===== src/rtl/mux_nto1_pipe.sv =====
// mux_nto1_pipe: N-to-1 valid/ready mux with fixed or round-robin grant
// feeding a single registered output stage.
module mux_nto1_pipe #(
  parameter int W = 16,
  parameter int N = 4,
  parameter int RR = 0,
  localparam int SW = (N > 1) ? $clog2(N) : 1
) (
  input  logic            clkpos,
  input  logic            rst,
  input  logic            vdd,
  input  logic            vss,
  input  logic [N*W-1:0]  in_data,
  input  logic [N-1:0]    in_valid,
  output logic [N-1:0]    in_ready,
  input  logic [SW-1:0]   sel,
  output logic [W-1:0]    out_data,
  output logic [SW-1:0]   out_chan,
  output logic            out_valid,
  input  logic            out_ready
);
  logic [SW-1:0] ptr, g, c;
  logic [W-1:0] gdata;
  logic has, ld, unused;
  assign unused = vdd ^ vss;
  assign ld = !out_valid || out_ready;
  assign in_ready = (ld && has && !rst) ? N'(1) << g : '0;
  always_comb begin
    has = 1'b0;
    g = '0;
    c = '0;
    if (RR == 0) begin
      for (int i = 0; i < N; i++)
        if (SW'(i) == sel && in_valid[i]) begin
          has = 1'b1;
          g = SW'(i);
        end
    end else begin
      // walk from farthest to nearest so the channel closest after ptr wins
      for (int k = N; k >= 1; k--) begin
        c = SW'((int'(ptr) + k >= N) ? int'(ptr) + k - N : int'(ptr) + k);
        if (in_valid[c]) begin
          has = 1'b1;
          g = c;
        end
      end
    end
  end
  always_comb begin
    gdata = '0;
    for (int i = 0; i < N; i++)
      if (SW'(i) == g) gdata = in_data[i*W +: W];
  end
  always_ff @(posedge clkpos or posedge rst)
    if (rst) begin
      out_valid <= 1'b0;
      out_data <= '0;
      out_chan <= '0;
      ptr <= SW'(N - 1);
    end else if (ld) begin
      out_valid <= has;
      if (has) begin
        out_data <= gdata;
        out_chan <= g;
        ptr <= g;
      end
    end
endmodule


===== config.mk =====
export PLATFORM = sky130hd
export DESIGN_NAME = mux_nto1_pipe
export DESIGN_NICKNAME = d
export VERILOG_FILES = /design/src/rtl/mux_nto1_pipe.sv
export SDC_FILE = /design/constraint.sdc
export NUM_CORES = 1
export LEC_CHECK = 0
export ABC_AREA = 1
export BUFFER_PORTS_ARGS = -buffer_cell sky130_fd_sc_hd__buf_4
export CAP_MARGIN = 40
export CORE_MARGIN = 4
export CORE_UTILIZATION = 43
export DETAILED_ROUTE_END_ITERATION = 8
export HOLD_SLACK_MARGIN = 0.08
export PLACE_DENSITY_LB_ADDON = 0.3
export REMOVE_ABC_BUFFERS = 1
export SLEW_MARGIN = 25
export SYNTH_ARGS = -nofsm -noshare
export SYNTH_HDL_FRONTEND = slang
export SYNTH_SLANG_ARGS = --single-unit

===== constraint.sdc =====
create_clock -name clkpos -period 2.8 [get_ports clkpos]
set_input_delay 0.42 -clock clkpos [delete_from_list [all_inputs] [get_ports clkpos]]
set_output_delay 0.42 -clock clkpos [all_outputs]
set_load 0.005 [all_outputs]

==> results of run 1 <==
==> state kept, by name, summed over array words and instances, names as in the netlist <==
signal	count
out_data	16
out_valid	1
out_chan	2
==> metrics by stage <==
step	instances	power, uW	area (sq um)	setup slack [ns]
after floorplan	199	514.1	1267	1.047
after global placement	329	732.4	2049	0.6656
after detailed placement	329	738.7	2049	0.6447
after CTS	333	876.6	2077	0.6410
after global routing	333	939.4	2077	0.4905
final	333	868.4	2077	0.6600
==> layout by cell type (no fill, tap or decap), types with 2 or more instances in the layout <==
cell type  count
nand3_2        2
nor2_1        50
nand3_1       33
inv_2          2
nand2_1       73
inv_1          8
dfrtp_1       19
nand4_1        2
buf_4         99
o21ai_1        2
clkbuf_4       3
==> worst paths after layout <==
kind                       depth (start not counted)   startpoint  slack, ns            to
min reg2reg                                        2  out_data[1]       0.50   out_data[1]
max in group asynchronous                          3          rst       2.18  out_data[12]
min                                                2          rst       0.11   out_data[7]
min in group clkpos                                4  in_data[59]       0.44  out_data[11]
max                                                9       sel[0]       0.66   in_ready[2]
max reg2reg                                        6    out_valid       1.12   out_chan[0]
==> power by group through the flow <==
| stage | sequential (uW) | clock (uW) | combinational [uW] |
|---|---|---|---|
| floorplan | 381 | 0 | 133 |
| global placement | 376 | 0 | 356 |
| detailed placement | 376 | 0 | 363 |
| CTS | 372 | 142 | 363 |
| global route | 382 | 158 | 400 |
| finish | 373 | 138 | 358 |
==> layer usage <==
metal / global-route usage / vias up / wire (um)
met5: 0 / - / 0
met3: 0.04085 / 2 / 393
li1: - / 842 / -
met1: 0.2709 / 701 / 1739
met2: 0.3572 / 71 / 1995
met4: 0.03235 / 0 / 13
==> cell type report <==
| cell class | count | area [sq um] |
|---|---|---|
| well taps | 31 | 38.79 |
| clock inverters | 1 | 5.005 |
| flip-flops and latches | 19 | 475.5 |
| inverters | 10 | 37.54 |
| repair buffers | 99 | 743.2 |
| clock buffers | 3 | 22.52 |
| fillers | 265 | 775.7 |
| multi-input cells | 170 | 754.5 |
==> cells in the mapped netlist, drive strengths merged <==
master / instances / area, sq um
buf: 9 / 53.80
dfrtp: 19 / 475.5
inv: 10 / 37.54
nand2: 75 / 291.5
nand3: 36 / 202.7
nand3b: 1 / 7.510
nand4: 2 / 12.51
nor2: 52 / 219.0
o21ai: 3 / 15.01
or2: 1 / 6.260
==> cell families (layout without fill, tap and decap cells) <==
family / after synthesis / after routing / share of synthesized area
flip-flops: 19 / 19 / 0.3599
buffers and inverters: 19 / 113 / 0.06913
AO/OA/AOI/OAI: 3 / 3 / 0.01136
AND/OR/NAND/NOR: 167 / 167 / 0.5597
==> impl_results.md, run 1 <==
* Status: finished, final reports clean
* Leakage power at 0.001207 uW
* Fin Hold WS at 0.1103 ns
* Hold Path Class: input port to async pin
* Avg Vias per Cell at between 4 and 5
* Critical path fanouts, max at 19
* Synth Warn # at 0
* Final max-slew violation count at 0
* Vias at roughly 1600
* Clock Tree Root: clkbuf_4
* Drt first pass iters at 6
* Slowest cell on the critical path: nand3_4
* Top delay family on crit path: simple AND/OR/NAND/NOR gates
* Synthesized area at 1321 sq um
* Vias in the first global route at roughly 1500
* P_sw at 279.7 uW
* Hpwl dp at 3.142 mm
* Crit share post-route at 0.7643
* Final core occ at 0.7281
* Clock network fraction of design power at 0.159
* Final Hold Viols at 0
* Setup_tns at 0 ns
* Largest net degree at the start of global routing at 20
* Reg power frac at 0.429
* CTS clock-pin slew for the worst setup and hold paths at ~0.12 ns
* Synth Area per Inst at about 6.4 sq um
* Ant diodes at 0
* Core box area at 2853 sq um
* CTS tree: done
* Register bit total from synthesis at 19
* Worst EP required at ~2.4 ns
* Worst IR Drop VDD at 0.0003027 V
* Worst-skew pair later-pin latency at 0.29 ns
* Overall routed net length at 4.141 mm
* Max Clock Freq at between 400 and 500 MHz
* Unrepaired setup endpoints after global routing: false
* Slew margin rel. at 0.6146
* Critical path arrival at 1.72 ns
* Clock Tree Buf Depth at 2
* Element type at the critical path end: output pin
* DR DRC count at 0
* Clock skew at between 0.006 and 0.007 ns
* Post-Syn Instances at 208
* Register area share after synthesis at 0.3598
* Slew @ Worst Pin at 0.5768 ns
* Post CTS Setup Buffer Count at 0
* Std-Cell Rows at 19
* Crit path largest cell delay at 0.24 ns
* Detail Route Antenna Nets at 0
* Max-cap violation count at 0
* Cell-internal power at 588.8 uW
* Area Overhead vs Synth at 57.20%
* Post-CTS Resized at 0
* Chip Width at 63.43 um
* First-pass GRT wire length at 6.810 mm
* Initial DRC Count at roughly 100
* Gate power share at 0.412
* Detailed-route wire length per cell at 12.44 um
* Initial Util at 0.4632
* Final Critical Period at 2.140 ns
* Final Wtd Congestion at between 0.7 and 0.8
* Initial antenna violation count at 0
* Bufs and invs on worst path at 3
* Port-buffer cells at 95
* GRT overflow at 0
* # IOs at 98
* DIE AREA at roughly 4000 sq um
* H-Tree Depth at 1
* Die Y at 63.43 um
* Net Sw Frac at 0.3220
* CP cell instances: buf_4 -> inv_1 -> nand3_4 -> nand2_4 -> nor2_4 -> nor2_8 -> nand2_1 -> nor2_1 -> buf_4
* Worst setup path class: input port to output pin
* Total GRT Usage at 0.2067
* Share of layout cells above drive strength 1 at 0.3742
* Nets at 378
* CTS Hold Bufs at 0
* Pwr Density at 418.1 nW/um^2
* CTS Buf Count at 3
* Clock Sink Count at 19
* Crit-path most repeated cell: buf_4
* Endpoints failing setup at 0
* CP startpoint kind: input port
* Unique masters post-synth at 20
No activity file was read; power rests on OpenSTA's default activity.
==> run 2, diff against run 1 <==
Settings changed: CORE_UTILIZATION 43 to 40.
Clock period 2.8 ns to 2.15 ns, I/O delays scaled along.
==> impl_results.md, run 2 (synthesis results as in run 1) <==
* Multi-input logic area at 754.5 sq um (unchanged)
* Critical path fanouts, max at 11 (-8)
* CTS Hold Bufs at 1 (+1)
* Final core occ at 0.6863 (-0.04178)
* CP cell instances: dlygate4sd3_1 -> buf_4 -> inv_1 -> buf_4 -> nand3b_1 -> inv_1 -> buf_4
* Largest net degree at the start of global routing at 20 (unchanged)
* Largest register FFs at 16 (unchanged)
* Unrepaired setup endpoints after global routing: false
* Worst EP required at 1.83 ns (-0.55 ns)
* Initial DRC Count at 49 (-52%)
* Initial antenna violation count at 0 (unchanged)
* Critical path arrival at 1.71 ns (about the same)
* Drt first pass iters at 4 (-2)
* Pwr Density at 534.9 nW/um^2 (+28%)
* CTS tree: done
* Die Y at 65.48 um (+3.2%)
* Overall routed net length at 4.293 mm (+3.7%)
* Most frequent cells in the layout: 100 x buf_4, 73 x nand2_1, 50 x nor2_1, 33 x nand3_1, 19 x dfrtp_1
* Cell-internal power at 778.7 uW (+32%)
* Max-cap violation count at 0 (unchanged)
* Max Clock Freq at approximately 490 MHz
* Setup_tns at 0 ns (unchanged)
* Clock Sink Count at 19 (unchanged)
* GRT overflow at 0 (unchanged)
* Clock skew at 0.0004471 ns (-0.005626 ns)
* Element type at the critical path end: output pin
* Top delay family on crit path: buffers and inverters
* Total Power Consumption at 1139 uW (+31%)
* Detail Route Antenna Nets at 0 (unchanged)
* Slew @ Worst Pin at 0.6295 ns (+0.05275 ns)
* Detailed-route wire length per cell at 12.30 um (-1.1%)
* Hpwl dp at 3.171 mm (+0.93%)
* Final max-slew violation count at 0 (unchanged)
* Gate power share at 0.420 (+0.008)
* # IOs at 98 (unchanged)
* Biggest regs: out_data x16, out_chan x2, out_valid x1
* P_sw at 360.4 uW (+29%)
* CP startpoint kind: input port
* Worst-skew pair later-pin latency at 0.29 ns (about the same)
* Area occupied by registers at 475.5 sq um (unchanged)
* Final Hold Viols at 0 (unchanged)
* Post-CTS Resized at 0 (unchanged)
* Crit path largest cell delay at 0.54 ns (+0.30 ns)
* Crit-path most repeated cell: buf_4
* Endpoints failing setup at 0 (unchanged)
* H-Tree Depth at 1 (unchanged)
* Nets at 381 (+0.79%)
* Bufs and invs on worst path at 6 (+3)
* CTS clock-pin slew for the worst setup and hold paths at 0.10 ns (-0.02 ns)
* Share of layout cells above drive strength 1 at 0.3738 (-0.0004017)
* Status: finished, final reports clean
* CTS Buf Count at 3 (unchanged)
* First-pass GRT wire length at 6.975 mm (+2.4%)
* Leakage power at 0.001222 uW (+1.3%)
* Slew margin rel. at 0.5793 (-0.03525)
* Vias at 1612 (-0.25%)
* Std-Cell Rows at 20 (+1)
* Total GRT Usage at 0.2047 (-0.002040)
* Fill count at 302 (+14%)
* Reg power frac at 0.424 (-0.005)
* Net Sw Frac at 0.3164 (-0.005635)
* Slowest cell on the critical path: dlygate4sd3_1
* Worst setup path class: input port to output pin
* Port-buffer cells at 95 (unchanged)
* Hold Path Class: input port to flip-flop
* DR DRC count at 0 (unchanged)
* Core box area at 3103 sq um (+8.8%)
* Post CTS Setup Buffer Count at 0 (unchanged)
* Chip Width at 65.48 um (+3.2%)
* Fin Hold WS at 0.3398 ns (+0.2295 ns)
* Commonest non-fill, non-tap cell in the layout: buf_4
* Area Overhead vs Synth at 61.17%
* Clock network fraction of design power at 0.156 (-0.003)
* Vias in the first global route at 1528 (+1.1%)
* Crit share post-route at 0.9453
* Most flops, register: out_data
* Final Wtd Congestion at 0.7514 (+0.97%)
* Ant diodes at 0 (unchanged)
* Initial Util at 0.4258 (-0.03735)
* Final Critical Period at 2.032 ns
* Avg Vias per Cell at 4.619 (-4.8%)
* Worst IR Drop VDD at 0.0003435 V (+13%)
* Clock Tree Root: clkbuf_4
* Clock Tree Buf Depth at 2 (unchanged)
* DIE AREA at 4287 sq um (+6.6%)
[run 2: changes by cell type in the layout (fill, tap and decap cells not counted)]
cell | previous run | this run
buf_12 | 0 | 1
dlygate4sd3_1 | 0 | 1
clkinv_2 | 1 | 0
buf_4 | 99 | 100
clkbuf_1 | 0 | 1
[run 2: worst min-delay path, delay by kind of cell]
family | cells | cell delay, ns
buffers and inverters | 1 | 0.08
AND/OR/NAND/NOR | 3 | 0.20
[run 2: power groups by stage]
| stage | Sequential (uW) | Combinational, uW | Clock, uW |
|---|---|---|---|
| detailed placement | 488 | 484 | 0 |
| global route | 494 | 537 | 199 |
| floorplan | 496 | 173 | 0 |
| finish | 483 | 479 | 178 |
| CTS | 482 | 487 | 184 |
| global placement | 487 | 476 | 0 |
[run 2: per-layer routing]
layer	wire length [um]	global-route usage	vias to the layer above	share of wire
li1	-	-	851	-
met1	1830	0.2653	697	0.43
met2	2037	0.3502	62	0.47
met3	410	0.05128	2	0.096
met4	14	0.03109	0	0.0033
met5	0	0	-	0
[run 2: layout make-up]
cell class,count,share of cell area
Timing Repair Buffer,102,0.3666
Clock buffer,4,0.01234
Multi-Input combinational cell,170,0.3543
Inverter,10,0.01763
Sequential cell,19,0.2233
Tap cell,44,0.02585
[run 2: through the flow]
step,setup WS [ns],instances,cell area [sq um]
2_1_floorplan,0.4944,199,1267
3_3_place_gp,0.4171,344,2093
3_5_place_dp,0.4055,344,2093
4_1_cts,0.09609,349,2130
5_1_grt,0.01736,349,2130
6_report,0.1176,349,2130
[run 2: worst paths after layout]
path	slack (ns)	start	cells past startpoint	end
max reg2reg	0.58	out_valid	6	out_chan[0]
min	0.34	in_data[59]	4	out_data[11]
min reg2reg	0.49	out_data[2]	2	out_data[2]
max	0.12	rst	7	in_ready[3]
min in group asynchronous	0.51	rst	3	out_data[4]
max in group asynchronous	1.20	rst	4	out_data[7]
